### src/rtl/draw_arb_pkg.sv
// Shared types and constants for the VGA framebuffer write-port arbiter.
package draw_arb_pkg;

  typedef enum logic [1:0] {
    StIdle,
    StArb,
    StOwn,
    StGap
  } arb_state_e;

  localparam int unsigned REQ_SCROLL = 0;
  localparam int unsigned REQ_PLAYER = 1;
  localparam int unsigned REQ_SCORE  = 2;

  localparam int unsigned DefNReq    = 3;
  localparam int unsigned DefXW      = 8;
  localparam int unsigned DefYW      = 7;
  localparam int unsigned DefColourW = 3;
  localparam int unsigned DefMaxHold = 4096;

  function automatic int unsigned idx_width(input int unsigned n);
    return (n > 1) ? $clog2(n) : 1;
  endfunction

endpackage

### src/rtl/vga_draw_arbiter_if.sv
// Requester-side and framebuffer-side signals of the draw arbiter.
interface vga_draw_arbiter_if import draw_arb_pkg::*; #(
  parameter int unsigned N_REQ    = DefNReq,
  parameter int unsigned X_W      = DefXW,
  parameter int unsigned Y_W      = DefYW,
  parameter int unsigned COLOUR_W = DefColourW
);
  logic [N_REQ-1:0]          req;
  logic [N_REQ*X_W-1:0]      req_x;
  logic [N_REQ*Y_W-1:0]      req_y;
  logic [N_REQ*COLOUR_W-1:0] req_colour;
  logic [N_REQ-1:0]          req_plot;
  logic [N_REQ-1:0]          req_last;
  logic                      beat_pulse;
  logic [N_REQ-1:0]          grant;
  logic [X_W-1:0]            vga_x;
  logic [Y_W-1:0]            vga_y;
  logic [COLOUR_W-1:0]       vga_colour;
  logic                      vga_plot;
  logic                      busy;
  logic                      timeout;

  modport master (
    output req, req_x, req_y, req_colour, req_plot, req_last, beat_pulse,
    input  grant, vga_x, vga_y, vga_colour, vga_plot, busy, timeout
  );

  modport slave (
    input  req, req_x, req_y, req_colour, req_plot, req_last, beat_pulse,
    output grant, vga_x, vga_y, vga_colour, vga_plot, busy, timeout
  );
endinterface

### src/rtl/rr_picker.sv
// Combinational round-robin winner select with a priority boost for the scroll requester.
module rr_picker import draw_arb_pkg::*; #(
  parameter int unsigned N_REQ = DefNReq,
  localparam int unsigned IdxW = idx_width(N_REQ)
) (
  input  logic [N_REQ-1:0] req_i,
  input  logic [IdxW-1:0]  rr_ptr_i,
  input  logic             boost_i,
  output logic             valid_o,
  output logic [N_REQ-1:0] winner_o,
  output logic [IdxW-1:0]  winner_idx_o
);

  logic [IdxW:0]   sum;
  logic [IdxW-1:0] cand;

  always_comb begin
    valid_o      = 1'b0;
    winner_o     = '0;
    winner_idx_o = '0;
    sum          = '0;
    cand         = '0;
    if (boost_i && req_i[REQ_SCROLL]) begin
      valid_o              = 1'b1;
      winner_o[REQ_SCROLL] = 1'b1;
      winner_idx_o         = IdxW'(REQ_SCROLL);
    end else begin
      // Scan from rr_ptr upward, wrapping; first requester found wins.
      for (int unsigned i = 0; i < N_REQ; i++) begin
        sum = {1'b0, rr_ptr_i} + (IdxW+1)'(i);
        if (sum >= (IdxW+1)'(N_REQ)) sum = sum - (IdxW+1)'(N_REQ);
        cand = sum[IdxW-1:0];
        if (!valid_o && req_i[cand]) begin
          valid_o        = 1'b1;
          winner_o[cand] = 1'b1;
          winner_idx_o   = cand;
        end
      end
    end
  end

endmodule

### src/rtl/vga_draw_arbiter.sv
// Burst arbiter for the single VGA framebuffer write port; registered pixel output.
// Optional hold watchdog enabled by defining ARB_WATCHDOG_EN.
module vga_draw_arbiter import draw_arb_pkg::*; #(
  parameter int unsigned N_REQ    = DefNReq,
  parameter int unsigned X_W      = DefXW,
  parameter int unsigned Y_W      = DefYW,
  parameter int unsigned COLOUR_W = DefColourW,
  parameter int unsigned MAX_HOLD = DefMaxHold
) (
  input logic               clock,
  input logic               reset,
  vga_draw_arbiter_if.slave bus
);

  localparam int unsigned IdxW = idx_width(N_REQ);

  arb_state_e          state_q, state_d;
  logic [N_REQ-1:0]    grant_q, grant_d;
  logic [IdxW-1:0]     owner_q, owner_d;
  logic [IdxW-1:0]     rr_ptr_q, rr_ptr_d;
  logic                beat_pending_q, beat_pending_d;
  logic                busy_q, busy_d;
  logic                timeout_q, timeout_d;
  logic [X_W-1:0]      vga_x_q, vga_x_d;
  logic [Y_W-1:0]      vga_y_q, vga_y_d;
  logic [COLOUR_W-1:0] vga_colour_q, vga_colour_d;
  logic                vga_plot_q, vga_plot_d;

  logic                pick_valid;
  logic [N_REQ-1:0]    pick_grant;
  logic [IdxW-1:0]     pick_idx;
  logic                hold_expired;

  logic [X_W-1:0]      req_x_arr      [N_REQ];
  logic [Y_W-1:0]      req_y_arr      [N_REQ];
  logic [COLOUR_W-1:0] req_colour_arr [N_REQ];

  for (genvar g = 0; g < N_REQ; g++) begin : g_unpack
    assign req_x_arr[g]      = bus.req_x[g*X_W +: X_W];
    assign req_y_arr[g]      = bus.req_y[g*Y_W +: Y_W];
    assign req_colour_arr[g] = bus.req_colour[g*COLOUR_W +: COLOUR_W];
  end

  rr_picker #(
    .N_REQ (N_REQ)
  ) u_picker (
    .req_i        (bus.req),
    .rr_ptr_i     (rr_ptr_q),
    .boost_i      (beat_pending_q),
    .valid_o      (pick_valid),
    .winner_o     (pick_grant),
    .winner_idx_o (pick_idx)
  );

`ifdef ARB_WATCHDOG_EN
  localparam int unsigned HoldW = ($clog2(MAX_HOLD + 1) > 13) ? $clog2(MAX_HOLD + 1) : 13;

  logic [HoldW-1:0] hold_cnt_q, hold_cnt_d;

  always_comb begin
    hold_cnt_d = hold_cnt_q;
    if (state_q == StArb) begin
      hold_cnt_d = '0;
    end else if (state_q == StOwn) begin
      hold_cnt_d = hold_cnt_q + HoldW'(1);
    end
  end

  assign hold_expired = (state_q == StOwn) && (hold_cnt_q == HoldW'(MAX_HOLD - 1));

  always_ff @(posedge clock) begin
    if (reset) hold_cnt_q <= '0;
    else       hold_cnt_q <= hold_cnt_d;
  end
`else
  logic unused_max_hold;
  assign unused_max_hold = ^MAX_HOLD;
  assign hold_expired    = 1'b0;
`endif

  logic own_req, own_plot, own_last, own_done, own_forced;

  assign own_req    = bus.req[owner_q];
  assign own_plot   = bus.req_plot[owner_q];
  assign own_last   = bus.req_last[owner_q];
  assign own_done   = own_req && own_plot && own_last;
  // A natural final pixel on the expiry edge wins over the watchdog.
  assign own_forced = hold_expired && own_req && !own_done;

  always_comb begin
    state_d        = state_q;
    grant_d        = grant_q;
    owner_d        = owner_q;
    rr_ptr_d       = rr_ptr_q;
    busy_d         = busy_q;
    timeout_d      = 1'b0;
    vga_x_d        = vga_x_q;
    vga_y_d        = vga_y_q;
    vga_colour_d   = vga_colour_q;
    vga_plot_d     = 1'b0;
    beat_pending_d = beat_pending_q | bus.beat_pulse;

    unique case (state_q)
      StIdle: begin
        if (|bus.req) state_d = StArb;
      end
      StArb: begin
        if (pick_valid) begin
          state_d = StOwn;
          grant_d = pick_grant;
          owner_d = pick_idx;
          busy_d  = 1'b1;
          // A beat arriving with the scroll grant stays pending for the next beat.
          if (pick_grant[REQ_SCROLL] && !bus.beat_pulse) beat_pending_d = 1'b0;
        end else begin
          state_d = StIdle;
        end
      end
      StOwn: begin
        vga_x_d      = req_x_arr[owner_q];
        vga_y_d      = req_y_arr[owner_q];
        vga_colour_d = req_colour_arr[owner_q];
        vga_plot_d   = own_req && own_plot && !own_forced;
        if (!own_req || own_done || own_forced) begin
          state_d   = StGap;
          grant_d   = '0;
          busy_d    = 1'b0;
          timeout_d = own_forced;
          rr_ptr_d  = (owner_q == IdxW'(N_REQ - 1)) ? '0 : owner_q + IdxW'(1);
        end
      end
      StGap: begin
        state_d = StIdle;
      end
      default: begin
        state_d = StIdle;
      end
    endcase
  end

  always_ff @(posedge clock) begin
    if (reset) begin
      state_q        <= StIdle;
      grant_q        <= '0;
      owner_q        <= '0;
      rr_ptr_q       <= '0;
      beat_pending_q <= 1'b0;
      busy_q         <= 1'b0;
      timeout_q      <= 1'b0;
      vga_x_q        <= '0;
      vga_y_q        <= '0;
      vga_colour_q   <= '0;
      vga_plot_q     <= 1'b0;
    end else begin
      state_q        <= state_d;
      grant_q        <= grant_d;
      owner_q        <= owner_d;
      rr_ptr_q       <= rr_ptr_d;
      beat_pending_q <= beat_pending_d;
      busy_q         <= busy_d;
      timeout_q      <= timeout_d;
      vga_x_q        <= vga_x_d;
      vga_y_q        <= vga_y_d;
      vga_colour_q   <= vga_colour_d;
      vga_plot_q     <= vga_plot_d;
    end
  end

  assign bus.grant      = grant_q;
  assign bus.busy       = busy_q;
  assign bus.timeout    = timeout_q;
  assign bus.vga_x      = vga_x_q;
  assign bus.vga_y      = vga_y_q;
  assign bus.vga_colour = vga_colour_q;
  assign bus.vga_plot   = vga_plot_q;

endmodule

### src/flat_wrapper.sv
// flat-port wrapper written by rule: the top's interface ports become plain ports
module vga_draw_arbiter_flat import draw_arb_pkg::*;
#(
  parameter int unsigned N_REQ    = DefNReq,
  parameter int unsigned X_W      = DefXW,
  parameter int unsigned Y_W      = DefYW,
  parameter int unsigned COLOUR_W = DefColourW,
  parameter int unsigned MAX_HOLD = DefMaxHold
)
  (clock, reset, bus_req, bus_req_x, bus_req_y, bus_req_colour, bus_req_plot, bus_req_last, bus_beat_pulse, bus_grant, bus_vga_x, bus_vga_y, bus_vga_colour, bus_vga_plot, bus_busy, bus_timeout);
  vga_draw_arbiter_if #(.N_REQ(N_REQ), .X_W(X_W), .Y_W(Y_W), .COLOUR_W(COLOUR_W)) bus_i ();
  input logic clock;
  input logic reset;
  input wire logic [$bits(bus_i.req)-1:0] bus_req;
  input wire logic [$bits(bus_i.req_x)-1:0] bus_req_x;
  input wire logic [$bits(bus_i.req_y)-1:0] bus_req_y;
  input wire logic [$bits(bus_i.req_colour)-1:0] bus_req_colour;
  input wire logic [$bits(bus_i.req_plot)-1:0] bus_req_plot;
  input wire logic [$bits(bus_i.req_last)-1:0] bus_req_last;
  input wire logic [$bits(bus_i.beat_pulse)-1:0] bus_beat_pulse;
  output wire logic [$bits(bus_i.grant)-1:0] bus_grant;
  output wire logic [$bits(bus_i.vga_x)-1:0] bus_vga_x;
  output wire logic [$bits(bus_i.vga_y)-1:0] bus_vga_y;
  output wire logic [$bits(bus_i.vga_colour)-1:0] bus_vga_colour;
  output wire logic [$bits(bus_i.vga_plot)-1:0] bus_vga_plot;
  output wire logic [$bits(bus_i.busy)-1:0] bus_busy;
  output wire logic [$bits(bus_i.timeout)-1:0] bus_timeout;
  assign bus_i.req = bus_req;
  assign bus_i.req_x = bus_req_x;
  assign bus_i.req_y = bus_req_y;
  assign bus_i.req_colour = bus_req_colour;
  assign bus_i.req_plot = bus_req_plot;
  assign bus_i.req_last = bus_req_last;
  assign bus_i.beat_pulse = bus_beat_pulse;
  assign bus_grant = bus_i.grant;
  assign bus_vga_x = bus_i.vga_x;
  assign bus_vga_y = bus_i.vga_y;
  assign bus_vga_colour = bus_i.vga_colour;
  assign bus_vga_plot = bus_i.vga_plot;
  assign bus_busy = bus_i.busy;
  assign bus_timeout = bus_i.timeout;
  vga_draw_arbiter #(.N_REQ(N_REQ), .X_W(X_W), .Y_W(Y_W), .COLOUR_W(COLOUR_W), .MAX_HOLD(MAX_HOLD)) u_core (.clock(clock), .reset(reset), .bus(bus_i));
endmodule
### config.mk
export PLATFORM = sky130hd
export DESIGN_NAME = vga_draw_arbiter_flat
export DESIGN_NICKNAME = d
export VERILOG_FILES = /design/src/rtl/draw_arb_pkg.sv /design/src/rtl/vga_draw_arbiter_if.sv /design/src/rtl/rr_picker.sv /design/src/rtl/vga_draw_arbiter.sv /design/src/flat_wrapper.sv
export SDC_FILE = /design/constraint.sdc
export NUM_CORES = 1
export LEC_CHECK = 0
export BUFFER_PORTS_ARGS = -buffer_cell sky130_fd_sc_hd__clkbuf_2
export CELL_PAD_IN_SITES_DETAIL_PLACEMENT = 0
export CELL_PAD_IN_SITES_GLOBAL_PLACEMENT = 1
export CORE_ASPECT_RATIO = 0.9
export CORE_MARGIN = 2
export CORE_UTILIZATION = 34
export CTS_BUF_LIST = sky130_fd_sc_hd__clkbuf_2
export CTS_CLUSTER_DIAMETER = 60
export DETAILED_ROUTE_END_ITERATION = 6
export PLACE_DENSITY = 0.82
export SLEW_MARGIN = 10
export SYNTH_ARGS = -nofsm -noshare
export SYNTH_HDL_FRONTEND = slang
export SYNTH_SLANG_ARGS = --single-unit
### constraint.sdc
create_clock -name clock -period 2.3 [get_ports clock]
set_input_delay 0.575 -clock clock [delete_from_list [all_inputs] [get_ports clock]]
set_output_delay 0.575 -clock clock [all_outputs]
set_load 0.05 [all_outputs]
==> reports/qor.yml <==
ir_drop_uv: 396
synth_enable_flop_cells: 0
row_count: 26
syn_inst: 258
nFillCells: 583
p_leak_nw: 1.14
p_int_mw: 1.03
drcViolationCount: 0
yosysMostFrequentCell: "nor2_1"
place_congestion: 0.825
fmax_mhz: 460
critPathLaunchType: "register"
numPortBuffers: 88
startpoint: "u_core.rr_ptr_q[0]"
post_cts_buffers: 0
finalSetupTns_ps: 0
core_area_um2: 5730
period_needed_ps: 2170
worstReg2RegStart: "u_core.rr_ptr_q[0]"
clk_pin_slew_ps: 170
rsz0062_at_grt: "no"
syn_area_um2: 2030
grt-ovfl-total: 0
status: "finished, final reports clean"
hold_viol_final: 0
asyncSetResetFlopFracSynth_pct: 0
grt_max_degree: 41
sw_frac_of_total_pct: 33.2
end_kind: "register"
grt_util_all_layers_pct: 16.0
synth_area_per_cell_um2: 7.88
area_growth_pct: 30.7
cts-hold-fix-buffers: 0
tritoncts: "done"
clk_latency_ps: 360
route.vias.total: 2077
drt_iter0_markers: 93
die_h_um: 77.3
clkPwrFrac_pct: 31.2
ys_types: 53
power_mw: 1.54
synth_area_leaders: "dfxtp_1, mux2i_1, nor2_1"
p_sw_mw: 0.512
ios: 90
finalInstanceArea_um2: 2660
finClkSkew_ps: 20.5
dr.pass1.iters: 4
combinationalPowerShare_pct: 30.7
crit_path_max_fanout: 7
finalMaxSlewViolations: 0
fin_crit_sh_pct: 94.6
h-tree-depth: 2
seqPwrFrac_pct: 38.0
die_w_um: 85.5
crit_type: "register to register"
dp_hpwl_mm: 4.21
fin_util_pct: 46.4
ant_nets: 0
synth_top_area_cell: "dfxtp_1"
drive_above_1_share_pct: 34.1
vias_per_cell: 5.03
antenna_found_initial: 0
critical_path_arrival_ps: 2450
synth-seq-cells: 30
synth_warnings: 0
wl_per_cell_um: 13.2
grt_pass1_vias: 1894
post_cts_resized: 0
ctsRootBufferMaster: "clkbuf_2"
postPlaceCellArea_um2: 2540
cts_buffers: 5
nets: 415
synth_top_area_share_pct: 29.6
synth_ff_type: "dfxtp_1"
start_util_pct: 35.5
dieArea_um2: 6610
ys_seq_area_share_pct: 29.6
ys_top_cells_by_count: "nor2_1, dfxtp_1, a21oi_1, mux2i_1, a211oi_1"
cts_sinks: 30
setup_viol: 0
wl_mm: 5.45
hold_start: "bus_beat_pulse"
grt_pass1_wl_mm: 8.69
cap_violations: 0
powerDensity_nw_per_um2: 581
syn_nets: 331
diodes: 0
clock_path_buffers: 2
hp-class: "input port to register"
worstPathRequired_ps: 2570
## power groups by stage
stage	logic, mW	registers (mW)	clock network, mW
floorplan	0.228	0.698	0
global placement	0.470	0.596	0
detailed placement	0.471	0.597	0
CTS	0.472	0.586	0.492
global route	0.517	0.593	0.513
finish	0.474	0.587	0.481
## per-stage QoR
step / setup WS, ps / hold WS (ps) / instances
final: 125 / 472 / 413
after global routing: 27.3 / 467 / 413
after CTS: 56.3 / 452 / 413
after detailed placement: 107 / 456 / 405
after global placement: 145 / 467 / 405
after floorplan: 255 / 483 / 258
## cells by family (layout without fill, tap and decap cells)
| group | after synthesis | count (layout) | share of synthesized area [%] |
|---|---|---|---|
| DFF | 30 | 30 | 29.6 |
| AOI/OAI and AO/OA | 78 | 78 | 26.0 |
| muxes | 25 | 25 | 12.6 |
| adders and majority gates | 8 | 8 | 4.80 |
| and+or+nand+nor | 82 | 82 | 19.6 |
| other | 1 | 1 | 0.185 |
| buffers and inverters | 34 | 119 | 7.33 |
## cells in the final DEF (no fill, tap or decap), types with 2 or more instances in the layout
cell type	synthesis	routed
clkbuf_2	0	93
nor2_1	45	45
dfxtp_1	30	29
a21oi_1	27	26
mux2i_1	24	24
a211oi_1	18	18
buf_4	3	12
inv_1	11	11
nand2_1	11	11
ha_1	7	7
o21ai_0	6	6
nand2b_1	5	5
nor2b_1	4	4
o311ai_0	3	3
o31ai_1	2	2
a32oi_1	2	2
nor4bb_1	2	2
o211ai_1	2	2
a2bb2oi_1	2	2
nand3_1	2	2
nor3_1	2	2
bufinv_16	0	2
## layer usage
layer  global-route usage [%]  wire [um]  share of wire, %  vias up
met3                     4.79        387               7.1        5
met4                     3.97         53              0.97        0
met5                        0          0                 0        -
li1                         -          -                 -     1094
met1                     22.0       2510                46      903
met2                     24.5       2490                46       75
## area by class of cell
type	count	area [um^2]	area share [%]
Multi-Input combinational cell	194	1310	49.2
Sequential cell	30	602	22.7
Timing Repair Buffer	100	531	20.0
Tap cell	70	87.6	3.30
Clock inverter	3	63.8	2.40
Inverter	11	41.3	1.56
Clock buffer	5	25.0	0.943
## worst paths after layout
path,endpoint,slack (ps),cells past startpoint
max,u_core.bus.busy,130,7
min,u_core.beat_pending_q,470,2
max reg2reg,u_core.bus.busy,130,7
min reg2reg,u_core.bus.grant[1],480,2
## worst max-delay path, cell delays in order (launching register included)
cell	delay, ps
dfxtp_2	390
inv_1	60
ha_1	370
a21bo_2	230
a31oi_2	230
nor4_2	90
or3_4	410
mux2_4	300
## sequential cells by signal, summed over array words and instances (netlist names), named ones only
name                   count
u_core.bus.busy            1
u_core.bus.grant           3
u_core.bus.vga_plot        1
u_core.state_q             1
u_core.rr_ptr_q            2
u_core.bus.vga_y           7
u_core.bus.vga_colour      3
u_core.bus.vga_x           8
u_core.beat_pending_q      1
u_core.owner_q             2
(Power assumes the default switching activity.)
